===== config.mk =====
export PLATFORM = sky130hd
export DESIGN_NAME = pcm_rom_arbiter
export DESIGN_NICKNAME = d
export VERILOG_FILES = /design/src/rtl/pcm_arb_pkg.sv /design/src/rtl/pcm_arb_line.sv /design/src/rtl/pcm_rom_arbiter.sv
export SDC_FILE = /design/constraint.sdc
export NUM_CORES = 1
export LEC_CHECK = 0
export ABC_AREA = 1
export BUFFER_PORTS_ARGS = -buffer_cell sky130_fd_sc_hd__buf_2
export CAP_MARGIN = 20
export CORE_AREA = 2 2 93 95
export DETAILED_ROUTE_END_ITERATION = 8
export DIE_AREA = 0 0 95 97
export GPL_ROUTABILITY_DRIVEN = 1
export HOLD_SLACK_MARGIN = 0.05
export PLACE_DENSITY_LB_ADDON = 0.15
export SKIP_CTS_REPAIR_TIMING = 1
export SYNTH_ARGS = -nofsm -noshare
export SYNTH_HDL_FRONTEND = slang
export SYNTH_SLANG_ARGS = --single-unit

===== constraint.sdc =====
create_clock -name CLK96 -period 4.2 [get_ports CLK96]
set_input_delay 0.84 -clock CLK96 [delete_from_list [all_inputs] [get_ports CLK96]]
set_output_delay 0.84 -clock CLK96 [all_outputs]
set_load 0.1 [all_outputs]

===== src/rtl/pcm_arb_pkg.sv =====
// pcm_arb_pkg: shared FSM encoding and default sizing for the PCM ROM arbiter.
package pcm_arb_pkg;
  typedef enum logic [1:0] {IDLE, ISSUE, WAIT} state_t;
  localparam int AW_DEF = 21;
  localparam int DW_DEF = 8;
  localparam int TO_CYC_DEF = 255;
endpackage


===== src/rtl/pcm_arb_line.sv =====
// pcm_arb_line: one-entry tag/data cache line with fill, flush and hit compare.
module pcm_arb_line
  import pcm_arb_pkg::*;
#(
  parameter int AW = AW_DEF,
  parameter int DW = DW_DEF
) (
  input  logic          clk,
  input  logic          rst_n,
  input  logic          flush,
  input  logic          fill,
  input  logic [AW-1:0] fill_tag,
  input  logic [DW-1:0] fill_data,
  input  logic [AW-1:0] addr,
  output logic          hit,
  output logic [DW-1:0] data
);
  logic          valid;
  logic [AW-1:0] tag;
  // flush beats a coincident fill: the entry ends invalid
  always_ff @(posedge clk)
    if (!rst_n) begin
      valid <= 1'b0;
      tag   <= '0;
      data  <= '0;
    end else begin
      valid <= flush ? 1'b0 : (fill | valid);
      if (fill) begin
        tag  <= fill_tag;
        data <= fill_data;
      end
    end
  assign hit = valid && tag == addr;
endmodule


===== src/rtl/pcm_rom_arbiter.sv =====
// pcm_rom_arbiter: shares one SDRAM PCM read port between two ADPCM fetchers with per-port one-byte caches.
module pcm_rom_arbiter
  import pcm_arb_pkg::*;
#(
  parameter int AW     = AW_DEF,
  parameter int DW     = DW_DEF,
  parameter int TO_CYC = TO_CYC_DEF
) (
  input  logic          CLK96,
  input  logic          RESET96_N,
  input  logic          FLUSH,
  input  logic          REQ0_CS,
  input  logic [AW-1:0] REQ0_ADDR,
  output logic [DW-1:0] REQ0_DATA,
  output logic          REQ0_OK,
  input  logic          REQ1_CS,
  input  logic [AW-1:0] REQ1_ADDR,
  output logic [DW-1:0] REQ1_DATA,
  output logic          REQ1_OK,
  output logic          ROM_CS,
  output logic [AW-1:0] ROM_ADDR,
  input  logic          ROM_OK,
  input  logic [DW-1:0] ROM_DATA,
  output logic          TIMEOUT
);
  state_t     state, nxt;
  logic       hit0, hit1, pend0, pend1, g, rr, gsel, done, expire, fill0, fill1;
  logic [7:0] cnt;

  pcm_arb_line #(.AW(AW), .DW(DW)) line0 (
    .clk(CLK96), .rst_n(RESET96_N), .flush(FLUSH), .fill(fill0), .fill_tag(ROM_ADDR),
    .fill_data(ROM_DATA), .addr(REQ0_ADDR), .hit(hit0), .data(REQ0_DATA)
  );
  pcm_arb_line #(.AW(AW), .DW(DW)) line1 (
    .clk(CLK96), .rst_n(RESET96_N), .flush(FLUSH), .fill(fill1), .fill_tag(ROM_ADDR),
    .fill_data(ROM_DATA), .addr(REQ1_ADDR), .hit(hit1), .data(REQ1_DATA)
  );

  assign REQ0_OK = REQ0_CS && hit0;
  assign REQ1_OK = REQ1_CS && hit1;
  assign pend0   = REQ0_CS && !hit0;
  assign pend1   = REQ1_CS && !hit1;

  always_ff @(posedge CLK96)
    if (!RESET96_N) state <= IDLE;
    else state <= nxt;

  always_comb begin
    nxt = state;
    nxt = state == IDLE  ? ((pend0 | pend1) ? ISSUE : IDLE) :
          state == ISSUE ? WAIT :
          (done | expire) ? IDLE : WAIT;
  end

  // ROM_OK during ISSUE may belong to the previous address, so only WAIT looks at it
  always_comb begin
    g      = (pend0 && pend1) ? rr : pend1;
    done   = state == WAIT && ROM_OK;
    expire = state == WAIT && !ROM_OK && cnt == 8'(TO_CYC);
    fill0  = done && !gsel;
    fill1  = done && gsel;
  end

  always_ff @(posedge CLK96)
    if (!RESET96_N) begin
      ROM_CS   <= 1'b0;
      ROM_ADDR <= '0;
      rr       <= 1'b0;
      gsel     <= 1'b0;
      cnt      <= '0;
      TIMEOUT  <= 1'b0;
    end else begin
      TIMEOUT <= expire;
      if (state == IDLE && (pend0 | pend1)) begin
        ROM_CS   <= 1'b1;
        ROM_ADDR <= g ? REQ1_ADDR : REQ0_ADDR;
        gsel     <= g;
      end
      if (state == ISSUE) cnt <= '0;
      else if (state == WAIT && !ROM_OK && !expire) cnt <= cnt + 8'd1;
      if (done | expire) begin
        ROM_CS <= 1'b0;
        rr     <= ~gsel;
      end
    end
endmodule

==> flow_summary_export.csv, run 1 <==
group,metric,value,unit
status,status,"finished clean",
route,wl,12800,um
grt,grt_usage,28.2,%
placement,gp_congestion,0.836,
timing,setup_viol,0,
timing,fin_crit_sh,73.1,%
grt,grt_pass1_wl,20800,um
power_and_ir_drop,max-vdd-ir-drop,0.318,mV
cts,tritoncts,"done",
grt,gr-total-overflow,0,
cells_and_area,antenna-diode-count,0,
worst_setup_path,critPathTopFamily,"simple AND/OR/NAND/NOR gates",
worst_setup_path,crit_slowest_cell,"buf_2",
route,antenna_left,0,
synth,synth_cell_types,29,
synth,syn_inst,749,
timing,period_needed,3.07,ns
floorplanning,dieArea,9220,um2
synth,synth-seq-cells,95,
synth,avgSynthCellArea,6.35,um2
worst_setup_path,cp_data_required_time,3.36,ns
cts,clk_pin_slew,0.09,ns
grt,grt_antenna_before_repair,0,
placement,hpwl,9020,um
grt,top_usage_layer,"met2",
grt,grt_max_degree,82,
route,vias_per_cell,5.18,
worst_setup_path,endpoint_kind,"output pin",
worst_setup_path,start_kind,"input pin",
synth,synthArstFlopShare,0,%
floorplanning,io_pins,97,
synth,ys.flop_type,"dfxtp_1",
cts,cts_sinks,95,
worst_setup_path,path_depth,9,
floorplanning,row_count,33,
synth,ys_warn_count,0,
cells_and_area,nFillCells,746,
timing,worst_slack,1.13,ns
worst_hold_path,hold_class,"reg2reg",
worst_setup_path,r2r_cells,12,
route,num_vias,4865,
floorplanning,start_util,58.5,%
synth,synth_area,4750,um2
cells_and_area,drive_above_1_share,16.8,%
timing,worst_pin_slew,0.743,ns
timing,clock_skew,0.0147,ns
floorplanning,die_x,95,um
cts,htree_levels,3,
worst_setup_path,cp_common_cell,"nor2_1",
route,drc,0,
timing,tns,0,ns
placement,numPortBuffers,96,
grt,use_met3,4.05,%
worst_setup_path,path_class,"in2out",
worst_setup_path,path_buf_inv,2,
power_and_ir_drop,p_leak,0.00273,uW
cells_and_area,nNetsFinal,886,
power_and_ir_drop,p_total,2280,uW
worst_setup_path,crit_fanout,3,
worst_setup_path,cp_cell_sequence,"buf_2 -> nand2_1 -> o21ai_0 -> nor2_1 -> nand2_1 -> nor2_1 -> nand3_2 -> nor2_1 -> buf_2",
timing,max_slew_margin,50.4,%
timing,slew_viol_final,0,
cts,numCtsBuffers,9,
floorplanning,dieHeight,97,um
grt,met1_usage,37.8,%
route,routedWlPerCell,13.6,um
placement,place_ws,1.15,ns
timing,finalHoldViolCount,0,
power_and_ir_drop,power.density,417,nW/um2
worst_setup_path,cp_slowest_stage_delay,0.44,ns
cts,cts-root-buf,"clkbuf_8",
route,first_iter_violations,295,
cells_and_area,fin_cells,939,
timing,rsz0062_at_grt,"false",
route,first_pass_iters,5,
synth,synthesis.nets,806,
grt,grt_pass1_vias,4548,
synth,seq_area_frac_synth,40.0,%
grt,grtUsageMet2,46.2,%
placement,numPlacedInstances,922,
synth,synth-edff-count,0,
cts,cts_max_path_buffers,2,
worst_setup_path,arrival,2.23,ns
cells_and_area,area_growth,15.0,%
cts,clk_latency,0.36,ns
worst_hold_path,hold_depth,2,
job,cap_viol_max_count,0,
floorplanning,coreArea,8130,um2
timing,fmax,326,MHz
==> state kept, by name, indices dropped and copies added, names as in the netlist <==
name	count
line0.valid	1
line1.data	8
line0.data	8
cnt	8
ROM_ADDR	21
line1.tag	21
rr	1
gsel	1
TIMEOUT	1
line0.tag	21
line1.valid	1
ROM_CS	1
state	2
==> layer usage <==
metal | up-vias | share of wire [%]
met4 | 0 | 2.5
met2 | 187 | 47
met3 | 26 | 7.1
met1 | 2200 | 43
met5 | - | 0
li1 | 2452 | -
==> cells by family (layout without fill, tap and decap cells) <==
family	count (synthesis)	count (layout)	synth area share, %
xor+xnor	2	2	0.368
fa+ha+maj	1	1	0.263
compound gates	149	149	16.7
simple gates	342	342	28.6
flops	95	95	40.0
buf+inv	160	245	14.0
==> final timing paths <==
| kind | endpoint | slack, ns | startpoint |
|---|---|---|---|
| worst max-delay path | REQ1_OK | 1.13 | REQ1_ADDR[11] |
| worst min-delay path | line1.data[2] | 0.45 | line1.data[2] |
| worst max register to register | ROM_ADDR[1] | 2.04 | line0.tag[20] |
| worst min register to register | line1.data[2] | 0.45 | line1.data[2] |
==> metrics by stage <==
| stage | utilization, % | hold WS [ns] | cell area (um2) |
|---|---|---|---|
| after floorplan | - | 0.426 | 4750 |
| after global placement | 64.2 | 0.430 | 5220 |
| after detailed placement | 64.2 | 0.435 | 5220 |
| after CTS | 67.0 | 0.449 | 5450 |
| after global routing | 67.2 | 0.472 | 5470 |
| final | 67.2 | 0.448 | 5470 |
==> cells in the mapped netlist (all sizes together) (2+ instances only) <==
library cell    n  share of area [%]
nand4           3               0.39
o21ai          65                6.8
nand3          27                3.1
nor3            3               0.32
xor2            2               0.37
a21oi          81                9.4
or2             4               0.53
dfxtp          95                 40
nor2           99                7.9
inv           128                 10
clkbuf         18                1.4
buf            14                2.4
nand2         206                 16
==> placed cells by master (no fill, tap or decap), types with 2 or more instances in the layout <==
master / n
a21oi_1: 70
a21oi_2: 11
buf_2: 96
buf_4: 4
bufinv_16: 2
clkbuf_8: 10
dfxtp_1: 95
inv_1: 125
inv_2: 2
inv_6: 2
nand2_1: 204
nand3_1: 24
nand3_2: 3
nand4_1: 3
nor2_1: 97
nor2_2: 2
nor3_1: 3
o21ai_0: 65
or2_2: 2
xor2_1: 2
==> final cells by class <==
class	count	area, um2	share of cell area, %
clock buffer	10	138	2.52
inverter	128	483	8.83
multi-input combinational	494	2190	40.1
timing repair buffer	101	531	9.70
sequential	95	1900	34.8
clock inverter	6	90.1	1.65
tap	105	131	2.40
==> worst register-to-register path, cell delays in order (launching register included) <==
cell,delay [ns]
dfxtp_1,0.38
inv_1,0.06
nand2_1,0.05
nand2_1,0.04
nor2_1,0.17
nand2_1,0.07
nor2_1,0.09
nand3_1,0.19
nand3_2,0.10
buf_4,0.48
a21oi_1,0.23
nor2_1,0.15
nor2_1,0.05
==> power breakdown <==
group          switching, uW  internal, uW
clock                    328           355
sequential              45.8           956
combinational            468           128
Power figures use the tool's default switching activity.
==> run 2: changes to the inputs <==
CORE_AREA = 2 2 101 103   (was 2 2 93 95)
DIE_AREA = 0 0 103 105   (was 0 0 95 97)
clock period = 2.7 ns   (was 4.2 ns; I/O delays follow)
==> run 2 against run 1 <==
  * Critical path depth unchanged
  * Global-route usage decreased by 3.9 points
  * Clock skew fell by 0.0033 ns
  * Highest routed layer unchanged
==> flow_summary_export.csv, run 2 (synthesized netlist as in run 1, its figures left out) <==
group,metric,value,unit
grt,gr-total-overflow,0,
worst_setup_path,critPathLaunch,"line0.tag[20]",
worst_setup_path,path_buf_inv,2,
cells_and_area,nNetsFinal,888,
worst_setup_path,cp_slowest_stage_delay,0.38,ns
placement,hpwl,9130,um
timing,slew_viol_final,0,
placement,numPortBuffers,96,
power_and_ir_drop,power.density,605,nW/um2
timing,worst_pin_slew,0.551,ns
grt,grt_max_degree,66,
placement,gp_congestion,0.833,
cells_and_area,antenna-diode-count,0,
grt,grt_pass1_wl,20600,um
floorplanning,die_x,103,um
cts,cts_sinks,95,
route,antenna_left,0,
worst_setup_path,start_kind,"flip-flop",
timing,fin_crit_sh,87.0,%
floorplanning,coreArea,9640,um2
worst_setup_path,cp_cell_sequence,"inv_1 -> nand2_1 -> nand2_1 -> nor2_1 -> nand2_1 -> nor2_1 -> nand3_1 -> nor2_2 -> buf_12",
cells_and_area,drive_above_1_share,17.0,%
worst_hold_path,hold_class,"in2reg",
timing,finalHoldViolCount,0,
cts,numCtsBuffers,9,
worst_setup_path,reg2reg_from,"line1.tag[9]",
job,cap_viol_max_count,0,
power_and_ir_drop,max-vdd-ir-drop,0.378,mV
cts,cts_max_path_buffers,2,
grt,grt_antenna_before_repair,0,
cells_and_area,final_common_cell,"nand2_1",
cells_and_area,area_growth,16.0,%
cts,clk_latency,0.36,ns
timing,max_slew_margin,63.2,%
worst_hold_path,holdCritStartpoint,"ROM_DATA[3]",
cts,cts-root-buf,"clkbuf_8",
route,first_pass_iters,5,
timing,tns,0,ns
timing,setup_viol,0,
timing,rsz0062_at_grt,"false",
worst_setup_path,cp_data_required_time,2.16,ns
worst_setup_path,cp_common_cell,"nand2_1",
worst_setup_path,crit_slowest_cell,"dfxtp_1",
worst_setup_path,endpoint_kind,"output pin",
route,routedWlPerCell,13.1,um
route,drc,0,
floorplanning,io_pins,97,
grt,grt_pass1_vias,4350,
status,status,"finished clean",
worst_setup_path,path_class,"reg2out",
timing,hold-worst-slack,0.414,ns
power_and_ir_drop,p_leak,0.00272,uW
cells_and_area,reg_top3,"ROM_ADDR: 21 flops, line0.tag: 21 flops, line1.tag: 21 flops",
grt,grt_usage,24.3,%
cts,tritoncts,"done",
timing,period_needed,2.35,ns
floorplanning,start_util,49.3,%
route,num_vias,4729,
route,first_iter_violations,204,
cells_and_area,nFillCells,1031,
route,vias_per_cell,4.88,
timing,fmax,426,MHz
cts,clk_pin_slew,0.09,ns
floorplanning,dieArea,10800,um2
cells_and_area,final_cell_mix,"nand2_1, inv_1, dfxtp_1, nor2_1, buf_2",
worst_setup_path,r2r_setup_slack,0.75,ns
worst_setup_path,crit_fanout,3,
floorplanning,dieHeight,105,um
floorplanning,row_count,36,
worst_setup_path,critPathTopFamily,"simple AND/OR/NAND/NOR gates",
worst_setup_path,arrival,1.81,ns
timing,clock_skew,0.0115,ns
cts,htree_levels,3,
route,wl,12700,um
run 2: cell types whose count changed in the layout (fill, tap and decap cells not counted):
cell,change
buf_12,+4
buf_2,-2
inv_6,-2
clkbuf_8,-1
clkinv_4,+2
clkinv_2,+1
nor2_1,-2
nor2_2,+2
bufinv_16,-2
clkbuf_1,+2
run 2: worst register-to-register path, stage by stage (launching register included):
cell and delay, ns:
dfxtp_1 0.34, o21ai_0 0.29, nor2_1 0.09, nand2_1 0.06, nor2_1 0.06, nand3_2 0.10, nand2_4 0.08, inv_4 0.40
a21oi_1 0.24, nor2_1 0.16, nor2_1 0.05
run 2: layer usage:
metal	global-route usage [%]	up-vias	wire [um]
met4	11.5	0	410
met3	3.61	28	702
met5	0	-	0
li1	-	2460	-
met2	36.9	142	5780
met1	33.6	2099	5790
run 2: where the power goes:
group	total (uW)	switching (uW)	internal, uW
clock network	843	506	336
logic	938	725	213
registers	1560	68.8	1490
total	3340	1300	2040
run 2: per-stage QoR:
stage	util [%]	total power (uW)	worst slack (ns)	std cells	instance area, um2
after floorplan	-	2300	0.332	749	4760
after global placement	55.5	2510	0.419	953	5350
after detailed placement	55.5	2520	0.436	953	5350
after CTS	57.2	3360	0.340	969	5520
after global routing	57.2	3510	0.211	969	5520
final	57.2	3340	0.352	969	5520
run 2: final timing paths:
| kind | end | cells after the start |
|---|---|---|
| setup / recovery | REQ0_OK | 9 |
| hold / removal | line0.data[3] | 3 |
| setup reg to reg | ROM_ADDR[1] | 10 |
| hold reg to reg | line1.data[6] | 2 |
run 2: layout make-up:
cell class	instances	area, um2	area share [%]
Multi-Input combinational cell	494	2200	39.9
Timing Repair Buffer	103	601	10.9
Sequential cell	95	1900	34.5
Clock inverter	5	35.0	0.635
Inverter	128	483	8.75
Tap cell	133	166	3.02
Clock buffer	11	131	2.38
==> run 3: changes to the inputs <==
CORE_AREA = 2 2 100 102   (was 2 2 101 103)
DIE_AREA = 0 0 102 104   (was 0 0 103 105)
SYNTH_HIERARCHICAL = 1   (was default)
==> run 3 against run 2 <==
  * Sequential share of layout area grew 1.8 points
  * Clock-buffer cell count grew 1
  * First-iteration DRC count grew 44%
  * Non-clock buffer count grew 4
  * Total power grew 1.4%
  * Clock skew shrank 0.0029 ns
  * Design area shrank 4.9%
  * Wire length shrank 1.4%
  * Clock power grew 15%
  * Critical endpoint unchanged
  * Largest cell class unchanged
  * Highest routed layer unchanged
==> flow_summary_export.csv, run 3 <==
group,metric,value,unit
synth,synth_top_area_share,42.1,%
worst_hold_path,hold_class,"in2reg",
floorplanning,die_x,102,um
synth,synth.top_cells.by_count,"nand2_1, nor2_1, dfxtp_1, inv_1, a21oi_1",
cells_and_area,nNetsFinal,827,
timing,worst_slack,0.223,ns
floorplanning,io_pins,97,
worst_setup_path,start_kind,"flip-flop",
cts,clk_latency,0.37,ns
route,routedWlPerCell,13.8,um
grt,grt_antenna_before_repair,0,
synth,syn_inst,680,
cells_and_area,reg_top3,"ROM_ADDR: 21 flops, line0/tag: 21 flops, line1/tag: 21 flops",
synth,yosys.area.top_type,"dfxtp_1",
power_and_ir_drop,p_leak,0.00256,uW
timing,max_slew_margin,45.2,%
timing,tns,0,ns
timing,fmax,404,MHz
synth,ys_warn_count,6,
floorplanning,start_util,47.3,%
cells_and_area,final_common_cell,"nand2_1",
cells_and_area,drive_above_1_share,17.1,%
cts,cts-root-buf,"clkbuf_8",
grt,grt_max_degree,45,
synth,synth_cell_types,24,
route,vias_per_cell,5.04,
timing,finalHoldViolCount,0,
timing,slew_viol_final,0,
power_and_ir_drop,power.density,645,nW/um2
cts,htree_levels,3,
cells_and_area,nFillCells,995,
timing,clock_skew,0.00862,ns
cts,clk_pin_slew,0.09,ns
placement,place_ws,0.214,ns
synth,synth-edff-count,0,
worst_setup_path,crit_fanout,2,
timing,worst_pin_slew,0.821,ns
cells_and_area,final_core_util,54.9,%
route,first_iter_violations,293,
synth,ys.flop_type,"dfxtp_1",
grt,grt_pass1_vias,4088,
synth,synthTopCellsByArea,"dfxtp_1, nand2_1, nor2_1, a21oi_1, inv_1",
route,drc,0,
placement,gp_congestion,0.866,
cts,cts_sinks,95,
route,antenna_left,0,
worst_setup_path,path_class,"reg2out",
cts,tritoncts,"done",
placement,numPortBuffers,96,
cells_and_area,final_cell_mix,"nand2_1, nor2_1, dfxtp_1",
cells_and_area,antenna-diode-count,0,
floorplanning,coreArea,9550,um2
route,wl,12500,um
cells_and_area,area_growth,16.1,%
synth,yosysMostFrequentCell,"nand2_1",
timing,setup_viol,0,
grt,gr-total-overflow,0,
power_and_ir_drop,max-vdd-ir-drop,0.318,mV
job,cap_viol_max_count,0,
timing,fin_crit_sh,91.7,%
placement,dpl_cell_area,5040,um2
timing,rsz0062_at_grt,"false",
cells_and_area,final-seq-area,1900,um2
synth,synth_area,4520,um2
synth,synth-seq-cells,95,
route,num_vias,4575,
synth,seq_area_frac_synth,42.1,%
cts,numCtsBuffers,9,
power_and_ir_drop,p_total,3380,uW
worst_setup_path,cp_data_required_time,2.16,ns
status,status,"finished clean",
floorplanning,row_count,36,
timing,period_needed,2.48,ns
synth,avgSynthCellArea,6.65,um2
route,first_pass_iters,5,
cts,cts_max_path_buffers,2,
worst_setup_path,r2r_setup_slack,0.61,ns
grt,grt_usage,23.9,%
floorplanning,dieArea,10600,um2
synth,synthesis.nets,737,
cells_and_area,multiInputGateArea,2120,um2
floorplanning,dieHeight,104,um
worst_setup_path,endpoint_kind,"output pin",
worst_setup_path,arrival,1.94,ns
cells_and_area,design_area,5250,um2
placement,hpwl,8720,um
synth,synthArstFlopShare,0,%
grt,grt_pass1_wl,20000,um
==> run 3: per-stage QoR <==
| step | instances | hold WS [ns] |
|---|---|---|
| finish | 907 | 0.381 |
| global route | 907 | 0.369 |
| CTS | 907 | 0.368 |
| detailed placement | 892 | 0.464 |
| global placement | 892 | 0.457 |
| floorplan | 680 | 0.447 |
==> run 3: worst paths after layout <==
path | from | end | depth (start not counted)
setup / recovery | line0/tag[7] | REQ0_OK | 11
hold / removal | FLUSH | line1/valid | 2
setup reg to reg | line1/tag[2] | ROM_ADDR[0] | 15
hold reg to reg | line1/tag[7] | line1/tag[7] | 2
==> run 3: kinds of logic (layout without fill, tap and decap cells) <==
| family | count (synthesis) | after routing | share of synthesized area [%] |
|---|---|---|---|
| buf+inv | 107 | 201 | 11.1 |
| simple gates | 318 | 318 | 27.8 |
| compound gates | 154 | 154 | 17.8 |
| xor+xnor | 5 | 5 | 0.969 |
| flops | 95 | 95 | 42.1 |
| fa+ha+maj | 1 | 1 | 0.277 |
==> run 3: report_power, final <==
part	leakage, uW	internal [uW]	switching [uW]
Sequential	0.000774	1490	70.8
Clock	0.0000985	473	494
Combinational	0.00169	187	672
Total	0.00256	2150	1240
==> run 3: worst max-delay path: stages (launching register included) <==
cell and delay (ns):
dfxtp_1 0.35, inv_1 0.06, nand2_1 0.05, o21ai_0 0.14, nor2_1 0.12, nand2_1 0.06
nor2_1 0.08, nand2_1 0.05, nor2_1 0.21, nand2_1 0.08, inv_1 0.05, clkbuf_4 0.31
==> run 3: layout make-up <==
type                    count  share of cell area, %
inverters                  79                   5.65
multi-input cells         478                   40.3
clock buffers              12                   2.96
repair buffers            107                   10.8
clock inverters             3                  0.811
flip-flops and latches     95                   36.3
well taps                 133                   3.17
==> run 3: metal layers <==
layer / GRT usage (%) / share of wire, %
met5: 0 / 0
met3: 4.30 / 6.4
met1: 34.1 / 48
met4: 5.81 / 1.1
met2: 37.2 / 44
